`src/rtl/ula_arbiter.sv`:
```
// rtl/ula_arbiter.sv - round-robin sequencer sharing one combinational ULA between two requesters
// One operation in flight: accept in IDLE, evaluate ULA in EXEC, hold response in RESP.
module ula_arbiter #(
    parameter int DATA_WIDTH = 32,
    parameter int OP_WIDTH   = 4
) (
    input  logic                  clock,
    input  logic                  reset,
    input  logic                  req0_valid,
    output logic                  req0_ready,
    input  logic [DATA_WIDTH-1:0] req0_a,
    input  logic [DATA_WIDTH-1:0] req0_b,
    input  logic [OP_WIDTH-1:0]   req0_op,
    input  logic                  req1_valid,
    output logic                  req1_ready,
    input  logic [DATA_WIDTH-1:0] req1_a,
    input  logic [DATA_WIDTH-1:0] req1_b,
    input  logic [OP_WIDTH-1:0]   req1_op,
    output logic                  rsp0_valid,
    input  logic                  rsp0_ready,
    output logic [DATA_WIDTH-1:0] rsp0_s,
    output logic                  rsp0_z,
    output logic                  rsp1_valid,
    input  logic                  rsp1_ready,
    output logic [DATA_WIDTH-1:0] rsp1_s,
    output logic                  rsp1_z,
    output logic [DATA_WIDTH-1:0] ula_a,
    output logic [DATA_WIDTH-1:0] ula_b,
    output logic [OP_WIDTH-1:0]   ula_op,
    input  logic [DATA_WIDTH-1:0] ula_s,
    input  logic                  ula_z
);

    typedef enum logic [1:0] {IDLE, EXEC, RESP} state_t;

    state_t state;
    logic   last_grant;
    logic   owner;
    logic   grant1;

    // On a tie the requester not served last wins; otherwise whoever is valid.
    always_comb begin
        grant1 = 1'b0;
        if (req0_valid && req1_valid) begin
            grant1 = ~last_grant;
        end else begin
            grant1 = req1_valid;
        end
        req0_ready = !reset && (state == IDLE) && req0_valid && !grant1;
        req1_ready = !reset && (state == IDLE) && req1_valid && grant1;
    end

    always_ff @(posedge clock) begin
        if (reset) begin
            state      <= IDLE;
            last_grant <= 1'b1;
            owner      <= 1'b0;
            ula_a      <= '0;
            ula_b      <= '0;
            ula_op     <= '0;
            rsp0_valid <= 1'b0;
            rsp0_s     <= '0;
            rsp0_z     <= 1'b0;
            rsp1_valid <= 1'b0;
            rsp1_s     <= '0;
            rsp1_z     <= 1'b0;
        end else begin
            case (state)
                IDLE: begin
                    if (req0_ready || req1_ready) begin
                        owner      <= grant1;
                        last_grant <= grant1;
                        ula_a      <= grant1 ? req1_a  : req0_a;
                        ula_b      <= grant1 ? req1_b  : req0_b;
                        ula_op     <= grant1 ? req1_op : req0_op;
                        state      <= EXEC;
                    end
                end
                EXEC: begin
                    // Only the owner's response registers are touched.
                    if (owner) begin
                        rsp1_s     <= ula_s;
                        rsp1_z     <= ula_z;
                        rsp1_valid <= 1'b1;
                    end else begin
                        rsp0_s     <= ula_s;
                        rsp0_z     <= ula_z;
                        rsp0_valid <= 1'b1;
                    end
                    state <= RESP;
                end
                RESP: begin
                    if (owner && rsp1_ready) begin
                        rsp1_valid <= 1'b0;
                        state      <= IDLE;
                    end else if (!owner && rsp0_ready) begin
                        rsp0_valid <= 1'b0;
                        state      <= IDLE;
                    end
                end
                default: state <= IDLE;
            endcase
        end
    end

endmodule

```
`config.mk`:
```
export PLATFORM = sky130hd
export DESIGN_NAME = ula_arbiter
export DESIGN_NICKNAME = d
export VERILOG_FILES = /design/src/rtl/ula_arbiter.sv
export SDC_FILE = /design/constraint.sdc
export NUM_CORES = 1
export LEC_CHECK = 0
export ABC_AREA = 1
export ABC_CLOCK_PERIOD_IN_PS = 4600
export CAP_MARGIN = 20
export CORE_AREA = 2 2 122 124
export CTS_BUF_LIST = sky130_fd_sc_hd__clkbuf_8
export DETAILED_ROUTE_END_ITERATION = 8
export DIE_AREA = 0 0 124 126
export PLACE_DENSITY = 0.86
export SYNTH_ARGS = -nofsm -noshare
export SYNTH_HDL_FRONTEND = slang
export SYNTH_SLANG_ARGS = --single-unit
```
`constraint.sdc`:
```
create_clock -name clock -period 4.6 [get_ports clock]
set_input_delay 0.92 -clock clock [delete_from_list [all_inputs] [get_ports clock]]
set_output_delay 0.92 -clock clock [all_outputs]
set_load 0.02 [all_outputs]
```
==> impl_results.md, run 1 <==
- Crit path arrival time: 2.77 ns
- TritonCTS Buffers: 17
- Rows: 44
- Avg WL per Cell: 14.7 um
- Critical path launch point type: input pin
- Pins Over Slew Limit: 0
- Antenna Cells: 0
- Share of the synthesized area in the top cell type: 47.7%
- Kind of critical path: input pin to primary output
- Synth Area per Inst: 6.87 um^2
- Setup repair bufs after CTS: 0
- Clock Path Buffers: 2
- Crit path required time: 3.68 ns
- Die Ht: 126 um
- Cells after Synth: 855
- Clk_lat worst skew: 0.44 ns
- Fin Setup TNS: 0 ns
- RSZ-0062 raised after global routing: no
- Total gr overflow: 0
- CTS tree: yes
- MaxCap Viol Count: 0
- Syn_nets: 1033
- Router iterations before antenna repair: 5
- Layout cells sized above 1: 4.10%
- Drt initial violations: 370
- Synth cell types: 18
- Yosys warning count: 0
- Register area share after synthesis: 47.7%
- Delay-heaviest family, CP: buffers and inverters
- Maximum clock frequency: 271 MHz
- Netlist Area Pre-Place: 5870 um^2
- DR vias/cell: 4.87
- Delay of the slowest cell on the worst path: 0.60 ns
- Clock Sinks: 140
- Starting Density: 41.0%
- Final hold viol count: 0
- Vias in the first global route: 6088
- Worst Skew: 0.00988 ns
- Final ANT Viol Nets: 0
- Leakage: 0.00403 uW
- CTS root buf: clkbuf_8
- Critical Path, Cell by Cell: clkdlybuf4s50_1, nand2_2, nand4_2, inv_1, clkdlybuf4s50_1
- HP Class: flip-flop to flip-flop
- Period utilization: 80.3%
- Hold buffers post-CTS: 0
- PwrDens: 453 nW/um^2
- Detailed-placement wirelength estimate: 13700 um
- Worst slew pin tran: 0.848 ns
- Die ar.: 15600 um^2
- Final WL: 19500 um
- Critical Path Sink Type: primary output
- DP Area: 8980 um^2
- Post-CTS Resized: 0
- Min setup slack post-route: 0.906 ns
- Synth area leader: dfxtp_1
- First-pass GRT wire length: 30400 um
- Worst slew margin: 43.4%
- Pre-CTS WS: 0.900 ns
- DR vias: 6469
- Top cells by area, synth: dfxtp_1 48%, nor2_1 17%, o21ai_0 11%
- Count of input and output buffers: 312
- # setup viols final: 0
- Post-synthesis register bit count: 140
- Buf/Inv on CP: 3
- H-tree levels: 4
- Gr usage total: 24.7%
- Final Instance Area: 9390 um^2
- Die W: 124 um
- Routability Congestion: 0.838
- Crit-path max FO: 30
- Core ar.: 14300 um^2
- I/O pins: 313
- Largest net degree at the start of global routing: 91
- Status: finished clean
- Maximum vdd drop: 0.000212 V
- Layout area overhead: 59.9%
- Number of nets in the layout: 1311
- Clock Pin Slew Worst Setup and Hold Paths: 0.07 ns
- Most used cell, CP: clkdlybuf4s50_1
- Initial antenna violation count: 0
- Critical-path top delay cell: clkdlybuf4s50_1
- Final min period: 3.69 ns
- Post-route DRC: 0
## cells in the mapped netlist
library cell,count
nand3_1,75
buf_6,5
nand2_2,2
inv_2,3
nor2_1,271
o21ai_0,129
buf_4,2
buf_2,19
buf_1,1
dfxtp_1,140
nand2_1,147
clkbuf_2,5
nand4_2,1
inv_1,9
ha_1,3
a21oi_1,5
o21ai_1,7
clkbuf_1,31
## cell families after synthesis
family          after synthesis  share of synthesized area [%]
simple gates                496                           33.5
buf+inv                      75                           6.07
fa+ha+maj                     3                          0.639
compound gates              141                           12.0
flops                       140                           47.7
## power breakdown
group | leakage [uW] | total [uW] | switching [uW] | internal (uW)
Sequential | 0.00115 | 1590 | 122 | 1470
Clock | 0.000194 | 951 | 465 | 487
Combinational | 0.00269 | 1710 | 964 | 743
## registers in the layout, indices dropped and copies added (netlist names), 2 cells and up
register,count
rsp0_s,32
rsp1_s,32
ula_a,32
ula_b,32
ula_op,4
state,2
## stage by stage
step	total power [uW]	instances	hold slack [ns]	utilization [%]
floorplan	2520	855	0.464	-
global placement	3290	1297	0.438	62.8
detailed placement	3320	1297	0.447	62.8
CTS	4270	1328	0.457	65.4
global route	4510	1329	0.474	65.6
finish	4250	1329	0.449	65.6
## cells in the final DEF, fill, tap and decap left out, drive strengths merged
master         netlist  routed
o21ai              136     136
bufinv               0       2
nor2               271     271
buf                 27      11
clkinvlp             0       3
clkinv               0       6
clkdlybuf4s50        0     311
dfxtp              140     140
ha                   3       3
inv                 12      14
nand2              149     149
clkbuf              36      18
nand4                1       1
a21oi                5       5
nand3               75      75
## path summary, 6_finish.rpt
kind | start | to | slack [ns] | depth (start not counted)
setup / recovery | req0_valid | req1_ready | 0.91 | 5
hold / removal | rsp1_valid | rsp1_valid | 0.45 | 2
setup reg to reg | last_grant | ula_a[28] | 1.96 | 8
hold reg to reg | rsp1_valid | rsp1_valid | 0.45 | 2
## area by class of cell
type                       count  area (um^2)
tap                          184          230
inverter                      12         46.3
sequential                   140         2800
clock buffer                  18          248
clock inverter                13          130
timing repair buffer         322         3210
multi-input combinational    640         2720
fill                        1248         4930
## tightest hold or removal path, stage by stage, from the launching register on
cell     delay (ns)
dfxtp_1        0.31
inv_1          0.05
a21oi_1        0.05
## layer usage
layer / GRT usage, % / wire (um) / vias to the layer above
met5: 0 / 0 / -
met4: 13.3 / 848 / 0
met3: 7.79 / 1610 / 61
met2: 41.1 / 9490 / 261
met1: 28.0 / 7580 / 2858
li1: - / - / 3289
No activity file was read; power rests on OpenSTA's default activity.
==> run 2, diff against run 1 <==
==> config.mk (replaced) <==
export PLATFORM = sky130hd
export DESIGN_NAME = ula_arbiter
export DESIGN_NICKNAME = d
export VERILOG_FILES = /design/src/rtl/ula_arbiter.sv
export SDC_FILE = /design/constraint.sdc
export NUM_CORES = 1
export LEC_CHECK = 0
export ABC_AREA = 1
export ABC_CLOCK_PERIOD_IN_PS = 3700
export CAP_MARGIN = 20
export CORE_MARGIN = 2
export CORE_UTILIZATION = 41
export CTS_BUF_LIST = sky130_fd_sc_hd__clkbuf_8
export DETAILED_ROUTE_END_ITERATION = 8
export PLACE_DENSITY = 0.85
export SYNTH_ARGS = -nofsm -noshare
export SYNTH_HDL_FRONTEND = slang
export SYNTH_SLANG_ARGS = --single-unit
==> constraint.sdc (replaced) <==
create_clock -name clock -period 3.7 [get_ports clock]
set_input_delay 0.74 -clock clock [delete_from_list [all_inputs] [get_ports clock]]
set_output_delay 0.74 -clock clock [all_outputs]
set_load 0.02 [all_outputs]
==> impl_results.md, run 2 (synthesis results as in run 1) <==
- Status: finished clean
- Endpoint, Worst Hold: rsp1_valid
- Kind of critical path: input pin to primary output
- Most used cell, CP: clkdlybuf4s50_1
- MaxCap Viol Count: 0
- Hold_sp: rsp1_valid
- Clock Sinks: 140
- Hold buffers post-CTS: 0
- Layout cells sized above 1: 4.45%
- Most common cell after layout, fill and taps aside: clkdlybuf4s50_1
- CTS root buf: clkbuf_8
- Clock Path Buffers: 2
- Critical Path Sink Type: primary output
- Setup repair bufs after CTS: 0
- Starting Density: 42.1%
- Die Ht: 124 um
- I/O pins: 313
- Post-route DRC: 0
- DR vias: 6517
- HP Class: flip-flop to flip-flop
- Most frequent cells in the layout: 311 x clkdlybuf4s50_1, 270 x nor2_1, 146 x nand2_1
- # setup viols final: 0
- Final hold viol count: 0
- Hold path depth: 2
- Fin Setup TNS: 0 ns
- Router iterations before antenna repair: 5
- Die W: 124 um
- Detailed-placement wirelength estimate: 13500 um
- Number of nets in the layout: 1313
- Total gr overflow: 0
- Reg2Reg Launch Point: state[0]
- Routability Congestion: 0.846
- Delay-heaviest family, CP: buffers and inverters
- Maximum clock frequency: 326 MHz
- Final Power: 5460 uW
- Worst slew pin tran: 0.708 ns
- TritonCTS Buffers: 17
- Die ar.: 15300 um^2
- CTS tree: yes
- Final hold slack: 0.454 ns
- Pins Over Slew Limit: 0
- Layout area overhead: 61.4%
- Antenna Cells: 0
- Initial antenna violation count: 0
- Crit path arrival time: 2.33 ns
- Final ANT Viol Nets: 0
- Fill cell count: 1158
- Critical-path top delay cell: clkdlybuf4s50_1
- Count of input and output buffers: 312
- Rows: 43
- Final Core Density: 68.0%
- PwrDens: 576 nW/um^2
- Delay of the slowest cell on the worst path: 0.65 ns
- Drt initial violations: 376
- Final min period: 3.07 ns
- Buf/Inv on CP: 2
- Core ar.: 13900 um^2
- Leakage: 0.00407 uW
- Avg WL per Cell: 14.6 um
- R2r endpoint: ula_a[2]
- First-pass GRT wire length: 29900 um
- Critical path launch point type: input pin
- R2r worst-path depth: 7
- Post-CTS Resized: 0
- Gr usage total: 25.0%
- Worst slew margin: 52.8%
- Crit-path max FO: 5
- Maximum vdd drop: 0.000255 V
- Clock Pin Slew Worst Setup and Hold Paths: 0.08 ns
- RSZ-0062 raised after global routing: no
- Largest net degree at the start of global routing: 74
- R2R Setup Slk: 1.74 ns
- DR vias/cell: 4.91
- Final WL: 19300 um
- Crit path required time: 2.96 ns
- Vias in the first global route: 6099
- Critical Path, Cell by Cell: clkdlybuf4s50_1, nand3_1, a21oi_1, clkdlybuf4s50_1
- Worst Skew: 0.00987 ns
- Period utilization: 82.9%
- Clk_lat worst skew: 0.44 ns
- H-tree levels: 4
[run 2: changes by cell type in the layout (fill, tap and decap cells not counted), moves of 2 or more]
| cell | before | now |
|---|---|---|
| buf_12 | 0 | 2 |
| inv_1 | 12 | 10 |
| clkinv_4 | 3 | 0 |
| bufinv_16 | 2 | 4 |
[run 2: per-stage QoR]
| step | std cells | setup slack (ns) | cell area [um^2] |
|---|---|---|---|
| finish | 1327 | 0.633 | 9480 |
| global route | 1327 | 0.562 | 9480 |
| detailed placement | 1295 | 0.618 | 9020 |
| CTS | 1326 | 0.632 | 9450 |
| floorplan | 855 | 1.52 | 5870 |
| global placement | 1295 | 0.658 | 9020 |
[run 2: worst max-delay path by stage]
stage	slack, ns	from	end	depth (start not counted)
final	0.63	req0_valid	req0_ready	4
after detailed placement	0.62	req0_valid	req0_ready	4
after global routing	0.56	req0_valid	req0_ready	4
after CTS	0.63	req0_valid	req0_ready	4
after global placement	0.66	req0_valid	req0_ready	4
after floorplan	1.52	req1_valid	req0_ready	3
[run 2: where the power goes]
part / switching, uW / total, uW / internal, uW
Clock: 575 / 1340 / 763
Sequential: 155 / 1980 / 1830
Combinational: 1200 / 2140 / 939
[run 2: cell type report]
class,instances,area (um^2),area share [%]
Multi-Input combinational cell,640,2720,28.7
Clock buffer,19,262,2.76
Sequential cell,140,2800,29.6
Timing Repair Buffer,324,3250,34.3
Tap cell,180,225,2.38
Clock inverter,12,170,1.80
Inverter,12,46.3,0.489
[run 2: worst reg2reg max path, cell delays in order, from the launching register on]
cell and delay, ns:
dfxtp_1 0.32, inv_1 0.10, ha_1 0.26, nand3_1 0.21
nand2_2 0.15, buf_4 0.52, o21ai_0 0.23, nor2_1 0.12
[run 2: routing by layer]
layer	part of all wire (%)	track usage, %
met3	8.2	7.33
met1	38	27.7
met2	49	42.8
met4	4.8	14.1
met5	0	0
==> run 3, diff against run 2 <==
--- a/config.mk
+++ b/config.mk
@@ -6,13 +6,13 @@
 export NUM_CORES = 1
 export LEC_CHECK = 0
 export ABC_AREA = 1
-export ABC_CLOCK_PERIOD_IN_PS = 3700
+export ABC_CLOCK_PERIOD_IN_PS = 2790
 export CAP_MARGIN = 20
 export CORE_MARGIN = 2
-export CORE_UTILIZATION = 41
+export CORE_UTILIZATION = 37
 export CTS_BUF_LIST = sky130_fd_sc_hd__clkbuf_8
 export DETAILED_ROUTE_END_ITERATION = 8
-export PLACE_DENSITY = 0.85
+export PLACE_DENSITY = 0.81
 export SYNTH_ARGS = -nofsm -noshare
 export SYNTH_HDL_FRONTEND = slang
 export SYNTH_SLANG_ARGS = --single-unit
==> constraint.sdc (replaced) <==
create_clock -name clock -period 2.79 [get_ports clock]
set_input_delay 0.558 -clock clock [delete_from_list [all_inputs] [get_ports clock]]
set_output_delay 0.558 -clock clock [all_outputs]
set_load 0.02 [all_outputs]
==> impl_results.md, run 3 (synthesis results as in run 1) <==
- Initial antenna violation count: 1
- Most frequent cells in the layout: 311 x clkdlybuf4s50_1, 270 x nor2_1, 146 x nand2_1
- Most common cell after layout, fill and taps aside: clkdlybuf4s50_1
- Router iterations before antenna repair: 5
- Count of input and output buffers: 312
- RSZ-0062 raised after global routing: no
- Critical Path Sink Type: primary output
- Starting Density: 37.4%
- Post-route DRC: 0
- HP Class: flip-flop to flip-flop
- Layout cells sized above 1: 5.11%
- Hold buffers post-CTS: 0
- Drt initial violations: 401
- Avg WL per Cell: 14.3 um
- Rows: 46
- Delay of the slowest cell on the worst path: 0.67 ns
- Die W: 130 um
- Vias in the first global route: 5923
- Final WL: 19500 um
- Final ANT Viol Nets: 0
- Maximum vdd drop: 0.000315 V
- Grt met3 use: 6.52%
- Clock Path Buffers: 2
- Post-CTS Resized: 0
- MaxCap Viol Count: 0
- Final min period: 2.61 ns
- Routability Congestion: 0.883
- Gr usage total: 22.3%
- # setup viols final: 0
- PwrDens: 759 nW/um^2
- CTS tree: yes
- Clock Sinks: 140
- Final Instance Area: 9610 um^2
- Worst slew pin tran: 0.643 ns
- Buf/Inv on CP: 2
- H-tree levels: 4
- CTS root buf: clkbuf_8
- Kind of critical path: flip-flop to primary output
- Fin Setup TNS: 0 ns
- Number of nets in the layout: 1319
- GR met1 Demand/Resource: 26.5%
- Clock Pin Slew Worst Setup and Hold Paths: 0.09 ns
- Crit path arrival time: 2.05 ns
- Clk_lat worst skew: 0.43 ns
- Worst Skew: 0.0103 ns
- Core ar.: 15700 um^2
- Period utilization: 93.6%
- Largest net degree at the start of global routing: 140
- Pins Over Slew Limit: 0
- DR vias/cell: 4.75
- Worst slew margin: 57.1%
- Crit-path max FO: 4
- Delay-heaviest family, CP: buffers and inverters
- DP Area: 9140 um^2
- TritonCTS Buffers: 17
- I/O pins: 313
- Critical path launch point type: flip-flop
- Crit path required time: 2.23 ns
- Gr busiest metal: met2
- Fill cell count: 1416
- Leakage: 0.00411 uW
- Total gr overflow: 0
- DR vias: 6517
- Layout area overhead: 63.6%
- Status: finished clean
- Final hold viol count: 0
- Critical Path, Cell by Cell: inv_1, ha_1, nand3_1, a21oi_1, clkdlybuf4s50_1
- Critical-path top delay cell: clkdlybuf4s50_1
- Met2 usage: 38.8%
- Die ar.: 16900 um^2
- Die Ht: 130 um
- Detailed-placement wirelength estimate: 13500 um
- First-pass GRT wire length: 29900 um
- Setup repair bufs after CTS: 0
- Maximum clock frequency: 383 MHz
==> run 3: worst paths after layout <==
| check | startpoint | to | slack [ns] | depth (start not counted) |
|---|---|---|---|---|
| max | state[0] | req0_ready | 0.18 | 5 |
| max reg2reg | state[1] | rsp1_valid | 0.89 | 8 |
| min | rsp1_s[18] | rsp1_s[18] | 0.49 | 2 |
| min reg2reg | rsp1_s[18] | rsp1_s[18] | 0.49 | 2 |
==> run 3: layout make-up <==
class / count / area [um^2] / share of cell area (%)
well taps: 216 / 270 / 2.81
diodes: 1 / 2.50 / 0.0260
inverters: 12 / 45.0 / 0.469
repair buffers: 330 / 3340 / 34.7
multi-input cells: 640 / 2720 / 28.3
flip-flops and latches: 140 / 2800 / 29.2
clock buffers: 17 / 234 / 2.44
clock inverters: 15 / 200 / 2.08
==> run 3: routing by layer <==
layer	share of wire, %	wire (um)	vias to the layer above
li1	-	-	3316
met1	41	7980	2905
met2	49	9590	260
met3	7.7	1500	36
met4	2.4	468	0
met5	0	0	-
==> run 3: metrics by stage <==
| stage | total power [uW] | setup WS (ns) | hold WS [ns] | std cells | utilization (%) |
|---|---|---|---|---|---|
| 2_1_floorplan | 4160 | 0.975 | 0.464 | 855 | - |
| 3_3_place_gp | 5480 | 0.235 | 0.448 | 1337 | 58.2 |
| 3_5_place_dp | 5530 | 0.214 | 0.472 | 1337 | 58.2 |
| 4_1_cts | 7350 | 0.137 | 0.492 | 1369 | 61.0 |
| 5_1_grt | 7720 | 0.0203 | 0.511 | 1370 | 61.1 |
| 6_report | 7290 | 0.180 | 0.488 | 1371 | 61.1 |
==> run 3: tightest hold or removal path, stage by stage (launching register included) <==
cell and delay [ns]:
dfxtp_1 0.33, nor2_1 0.05, nor2_1 0.08
==> run 3: report_power, final <==
| part | internal (uW) | leakage [uW] | total, uW | switching, uW |
|---|---|---|---|---|
| logic | 1270 | 0.00275 | 2860 | 1590 |
| registers | 2420 | 0.00115 | 2630 | 209 |
| clock network | 919 | 0.000219 | 1800 | 877 |
